### config.mk
export PLATFORM = sky130hd
export DESIGN_NAME = mem_request_unit
export DESIGN_NICKNAME = d
export VERILOG_FILES = /design/src/rtl/cpu_types_pkg.sv /design/src/rtl/sat_counter.sv /design/src/rtl/mem_request_unit.sv
export SDC_FILE = /design/constraint.sdc
export NUM_CORES = 1
export LEC_CHECK = 0
export CAP_MARGIN = 10
export CORE_AREA = 2 2 97 80
export DETAILED_ROUTE_END_ITERATION = 8
export DIE_AREA = 0 0 99 82
export PLACE_DENSITY = 0.79
export SYNTH_ARGS = -nofsm -noshare
export SYNTH_HDL_FRONTEND = slang
export SYNTH_SLANG_ARGS = --single-unit
### constraint.sdc
create_clock -name CLK -period 3.09 [get_ports CLK]
set_clock_uncertainty 0.15 [all_clocks]
set_input_delay 0.618 -clock CLK [delete_from_list [all_inputs] [get_ports CLK]]
set_output_delay 0.618 -clock CLK [all_outputs]
set_load 0.01 [all_outputs]
### src/rtl/cpu_types_pkg.sv
// Shared types and constants for the single-cycle datapath's memory request unit.
package cpu_types_pkg;

   // Legacy-compatible state encodings, reused as the enum values below
   localparam logic [1:0] ST_FETCH  = 2'd0;
   localparam logic [1:0] ST_DATA   = 2'd1;
   localparam logic [1:0] ST_HALTED = 2'd2;

   typedef enum logic [1:0] {
      FETCH  = ST_FETCH,
      DATA   = ST_DATA,
      HALTED = ST_HALTED
   } mru_state_e;

   // Widest supported performance counter and its saturation value
   localparam int unsigned            CNT_W_MAX = 32;
   localparam logic [CNT_W_MAX-1:0]   CNT_MAX   = '1;

   // Saturation value of a counter that is w bits wide (w in 1..CNT_W_MAX)
   function automatic logic [CNT_W_MAX-1:0] cnt_max(input int unsigned w);
      return CNT_MAX >> (CNT_W_MAX - w);
   endfunction

endpackage

### src/rtl/sat_counter.sv
// W-bit up counter that holds at all-ones instead of wrapping.
module sat_counter #(
   parameter int unsigned W = 32
) (
   input  logic         clk,
   input  logic         clr,
   input  logic         inc,
   output logic [W-1:0] q
);

   // Clear wins over increment; increment stops once all bits are set
   always_ff @(posedge clk) begin
      if (clr) begin
         q <= '0;
      end else if (inc && (q != '1)) begin
         q <= q + 1'b1;
      end
   end

endmodule

### src/rtl/mem_request_unit.sv
// Sequences instruction and data memory requests, retires instructions via
// pc_en, latches halt and keeps saturating retire/stall counters.
module mem_request_unit
   import cpu_types_pkg::*;
#(
   parameter int unsigned CNT_W = 32
) (
   input  logic             CLK,
   input  logic             RST,
   input  logic             Iren,
   input  logic             Dren,
   input  logic             Dwen,
   input  logic             halt,
   input  logic             ihit,
   input  logic             dhit,
   output logic             imemREN,
   output logic             dmemREN,
   output logic             dmemWEN,
   output logic             pc_en,
   output logic             halted,
   output logic             req_err,
   output logic [CNT_W-1:0] instr_cnt,
   output logic [CNT_W-1:0] stall_cnt
);

   mru_state_e state;
   mru_state_e state_nxt;
   logic       rd;
   logic       wr;

   logic in_fetch;
   logic in_data;
   logic fetch_hit;
   logic fetch_halt;
   logic fetch_data;
   logic fetch_retire;
   logic data_retire;
   logic stall;
   logic instr_inc;

   // Decode this cycle's events; halt outranks a data op, which outranks a plain retire
   always_comb begin
      in_fetch     = (state == FETCH);
      in_data      = (state == DATA);
      fetch_hit    = in_fetch & Iren & ihit;
      fetch_halt   = fetch_hit & halt;
      fetch_data   = fetch_hit & ~halt & (Dren | Dwen);
      fetch_retire = fetch_hit & ~halt & ~Dren & ~Dwen;
      data_retire  = in_data & dhit;
      stall        = (in_fetch & Iren & ~ihit) | (in_data & ~dhit);
      instr_inc    = fetch_retire | data_retire | fetch_halt;
   end

   // Request and status outputs from registered state and latched request bits
   always_comb begin
      imemREN = in_fetch & Iren;
      dmemREN = in_data & rd;
      dmemWEN = in_data & wr;
      pc_en   = fetch_retire | data_retire;
      halted  = (state == HALTED);
   end

   // Next-state selection
   always_comb begin
      state_nxt = state;
      case (state)
         FETCH: begin
            if (fetch_halt) begin
               state_nxt = HALTED;
            end else if (fetch_data) begin
               state_nxt = DATA;
            end
         end
         DATA: begin
            if (dhit) begin
               state_nxt = FETCH;
            end
         end
         HALTED:  state_nxt = HALTED;
         default: state_nxt = FETCH;
      endcase
   end

   // State register, data request latches and the sticky conflict flag
   always_ff @(posedge CLK) begin
      if (RST) begin
         state   <= FETCH;
         rd      <= 1'b0;
         wr      <= 1'b0;
         req_err <= 1'b0;
      end else begin
         state <= state_nxt;
         if (fetch_data) begin
            // A simultaneous read and write resolves to the write
            rd <= Dren & ~Dwen;
            wr <= Dwen;
            if (Dren && Dwen) begin
               req_err <= 1'b1;
            end
         end else if (data_retire) begin
            rd <= 1'b0;
            wr <= 1'b0;
         end
      end
   end

   sat_counter #(.W(CNT_W)) u_instr_cnt (
      .clk (CLK),
      .clr (RST),
      .inc (instr_inc),
      .q   (instr_cnt)
   );

   sat_counter #(.W(CNT_W)) u_stall_cnt (
      .clk (CLK),
      .clr (RST),
      .inc (stall),
      .q   (stall_cnt)
   );

endmodule

==> results.txt <==
The flow ran to the end, and the final reports show no timing, DRC or antenna violations. The wire length on met3 is 510 um, and the maximum buffer depth of the clock tree is 2. Post-CTS repair changed the size of 0 cells. The number of placed instances, taps included, is 596. The final worst-path cycle share is 96.45%. Filler cell count in the final layout: 596. The count of maximum capacitance violations is 0, and the post-detailed-routing wire length is 9491 um. TritonCTS built the clock tree. For this configuration, the core starts out at a cell density of 49.79%.

The ratio of cells with drive above 1 in the final layout is 9.770%. The first global-routing pass estimated 15670 um of wire. For the register cell area after layout, the log shows 0.001381 mm^2. Total power divided by cell area: 365.4 mW/mm^2. In this run the cell area of the synthesized design comes to 0.003576 mm^2. The logs give 34 for the maximum number of pins on one net before global-route repair and 430 for the instance count of the mapped netlist. By area the synthesized netlist is led by sky130_fd_sc_hd__dfxtp_1 (39%), sky130_fd_sc_hd__a21oi_1 (5.6%), sky130_fd_sc_hd__or4_1 (4.6%).

Using the TritonRoute via totals, the vias-per-cell ratio works out to 5.992. For this block, the via count after detailed routing is 3667. Counting the buffers created by CTS gives 9.

From bottom edge to top edge, the die measures 82 um. The delay of the slowest critical-path stage was 0.53 ns. The final weighted congestion in routability-driven placement came out at 0.7756. The tree built by TritonCTS fans out to 69 sinks. The wire length on met1 is 4377 um. The number of hold buffers added after CTS was 0. The synthesized area per cell was 8.316 um^2; the share of synthesized area occupied by flip-flops and latches was 38.63%. The leakage dissipation is 1.456 nW. The worst path in the final design needs a cycle of 2.980 ns, including I/O delays and setup. For flop-to-flop paths, the worst setup slack is 0.22 ns. The hold path endpoint is rd$_SDFFE_PP0P_. After the first detailed-routing iteration, the DRC count stood at 167.

Relative to the synthesized area, the layout overhead comes to 31.11%. The detailed placement HPWL is 6817 um. The root buffer cell chosen for the clock tree is sky130_fd_sc_hd__clkbuf_8. The signal on the critical path passes through clkdlybuf4s50_1 -> buf_4 -> nand4bb_1 -> nor2_1 -> nand2_1 -> nand2_1 -> clkdlybuf4s50_1. After the last flow step, the layout net total stands at 527. The critical path in this run is classified as input pin to output pin.

Together, buffers and inverters on the worst path number 3. The number of top-level pins came out at 78. Setup violations remaining at the end of the flow were counted as 0. The setup fix buffers added after clock tree synthesis is 0, and the final count of hold timing violations is 0. Data on the critical path is required at its endpoint by 2.32 ns.

In the routed design, unresolved DRC markers number 0. Derived from the worst setup path, the maximum achievable clock frequency is 0.3355 GHz. The mean routed wirelength per cell was 15.51 um; the number of antenna-violating nets in the routed design was 0. The run gives 0 as the final max-slew violation count. The number of flops mapped to enable cells by yosys came out at 0. The logs give 284.4 uV for the maximum vdd ir drop and 3 for the number of levels the H-tree was split into.

At the pin with the least slew margin, the transition time is 1.004 ns. The via count of the first global-routing pass came out at 3335. The cell family contributing the most delay on the critical path is buffers and inverters.

Nature of the critical path startpoint: an input pin. The count of non-filler cells in the finished layout was 612. The most frequently used flop master after synthesis was sky130_fd_sc_hd__dfxtp_1. In the final layout, the multi-input gates occupy 0.002046 mm^2. STA puts the critical path data arrival time at 2.21 ns.

The total stage count of the critical path works out to 7. Post-synthesis cell type with the largest combined area: sky130_fd_sc_hd__dfxtp_1. The width of the die came out at 99 um. In this run the critical register-to-register path is launched from u_instr_cnt.q[19]$_SDFFE_PP0P_. For this run, the share of the core covered by cells in the final layout is 65.28%. Setup repair after global routing left no endpoint under its margin. The total routing usage reported by global routing is 23.67%, and the largest fanout on the critical path is 3. The startpoint identified for the worst hold timing path is rd$_SDFFE_PP0P_. Leaving out fill and tap cells, the most frequent cell in the layout is sky130_fd_sc_hd__clkdlybuf4s50_1. The number of cells on the worst reg-to-reg path is 5.

The Yosys step of the flow raised 0 warnings. Among all stages on the critical path, the largest delay is contributed by sky130_fd_sc_hd__clkdlybuf4s50_1. Number of nets in the synthesized netlist: 440. The number of antenna violations at the first check in global routing is 0, and the count of buffers inserted at the top-level ports is 77.

The endpoint identified for the worst register-to-register timing path is u_instr_cnt.q[8]$_SDFFE_PP0P_. In the layout the commonest cells are sky130_fd_sc_hd__clkdlybuf4s50_1 (76), sky130_fd_sc_hd__dfxtp_1 (69), sky130_fd_sc_hd__a21oi_1 (40). After synthesis, the largest area contributor takes up 38.63% of total cell area. Along the worst hold path, the cell count comes to 2.

Of all flip-flops after synthesis, the portion carrying an async set or reset was 0%. The die footprint was 0.008118 mm^2. The initialized floorplan defines 28 standard-cell rows. The number of distinct library cells after synthesis is 56, and the remaining global-route overflow is 0. The top layer used by detailed routing was met4.

Synthesis inferred 69 register bits. The source-to-sink clock delay at the later pin of the worst-skew pair is 0.35 ns. The region available for standard cell placement spans 0.007182 mm^2. The clock slew seen by the registers of the worst setup and hold paths is 0.07 ns. The number of optimization iterations in the first detailed-route pass was 4. Wire segments on met2 add up to 4497 um in the final route. The number of antenna diodes in the final layout is 0. Type of the worst min-delay path: flip-flop to flip-flop. STA classifies the critical path endpoint as an output pin. The tools report the worst slew margin relative to its limit as 32.51%.
-- final cells by class --
type,instances,area share (%)
repair buffers,93,19.16
flip-flops and latches,69,29.46
clock inverters,2,0.3203
well taps,90,2.402
inverters,14,1.121
multi-input cells,330,43.63
clock buffers,14,3.896
-- state kept, by name, indices dropped and copies added (netlist names) --
signal and flops:
u_stall_cnt.q 32, u_instr_cnt.q 32, state 2, req_err 1
rd 1, wr 1
-- how the worst max path moves through the flow --
stage | start | endpoint | slack, ns
2_1_floorplan | ihit | u_stall_cnt.q[23]$_SDFFE_PP0P_ | 0.62
5_1_grt | u_instr_cnt.q[19]$_SDFFE_PP0P_ | u_instr_cnt.q[9]$_SDFFE_PP0P_ | 0.03
4_1_cts | Iren | pc_en | 0.12
3_5_place_dp | Iren | u_stall_cnt.q[21]$_SDFFE_PP0P_ | -0.09
6_report | Iren | pc_en | 0.11
3_3_place_gp | Iren | u_stall_cnt.q[27]$_SDFFE_PP0P_ | 0.03
-- worst register-to-register path, delay by kind of cell, from the launching register on --
kind / cells / cell delay [ns]
multiplexers: 1 / 0.31
AND/OR/NAND/NOR: 3 / 1.04
flip-flops: 1 / 0.45
AO/OA/AOI/OAI: 1 / 0.82
-- synthesized netlist by cell type, types with 2 or more instances --
library cell                instances
sky130_fd_sc_hd__a2111oi_0          3
sky130_fd_sc_hd__a211oi_1           4
sky130_fd_sc_hd__a21oi_1           40
sky130_fd_sc_hd__a31oi_1            5
sky130_fd_sc_hd__and2_1             5
sky130_fd_sc_hd__and3_1             5
sky130_fd_sc_hd__and3b_1            2
sky130_fd_sc_hd__and4_1             2
sky130_fd_sc_hd__buf_2              2
sky130_fd_sc_hd__buf_6              4
sky130_fd_sc_hd__clkbuf_1          10
sky130_fd_sc_hd__dfxtp_1           69
sky130_fd_sc_hd__ha_1               2
sky130_fd_sc_hd__inv_1             14
sky130_fd_sc_hd__mux2_2             7
sky130_fd_sc_hd__mux2i_1            3
sky130_fd_sc_hd__nand2_1           30
sky130_fd_sc_hd__nand3_1           25
sky130_fd_sc_hd__nand4_1           17
sky130_fd_sc_hd__nor2_1            35
sky130_fd_sc_hd__nor2b_1            8
sky130_fd_sc_hd__nor3_1            10
sky130_fd_sc_hd__nor4_1             5
sky130_fd_sc_hd__o211ai_1           2
sky130_fd_sc_hd__o21ai_0           23
sky130_fd_sc_hd__o21ba_2            2
sky130_fd_sc_hd__o31ai_1           18
sky130_fd_sc_hd__or2_2              2
sky130_fd_sc_hd__or3_1             20
sky130_fd_sc_hd__or4_1             22
sky130_fd_sc_hd__xnor2_1            9
-- routing by layer --
layer	up-vias	GRT usage, %
met5	-	0
met4	0	6.849
met3	8	5.532
met2	93	37.23
met1	1762	32.62
li1	1804	-
-- report_power, final --
part           internal [W]  switching [W]   total, W
clock network      0.000380       0.000342   0.000722
logic             0.0000402      0.0000481  0.0000883
registers          0.000895     0.00000861   0.000903
-- cells by family (layout without fill, tap and decap cells) --
kind of cell	after synthesis	after routing	share of synthesized area (%)
AOI/OAI and AO/OA	110	110	19.94
xor gates and xnor gates	10	10	2.449
adders and majority gates	2	2	0.6997
buffers and inverters	31	123	4.164
DFF	69	69	38.63
muxes	10	10	3.044
and+or+nand+nor	198	198	31.07
-- metrics by stage --
step	area [um^2]	worst slack, ns	hold slack, ns	TNS [ns]	total power (W)
3_5_place_dp	4491	-0.09355	0.3143	-0.3715	0.001012
4_1_cts	4688	0.1189	0.3246	0	0.001725
5_1_grt	4688	0.02687	0.3509	0	0.001775
6_report	4688	0.1098	0.3237	0	0.001713
2_1_floorplan	3576	0.6220	0.2989	0	0.0009731
3_3_place_gp	4491	0.02564	0.3028	0	0.001009
Note: power is estimated with default switching activity, not from simulation.
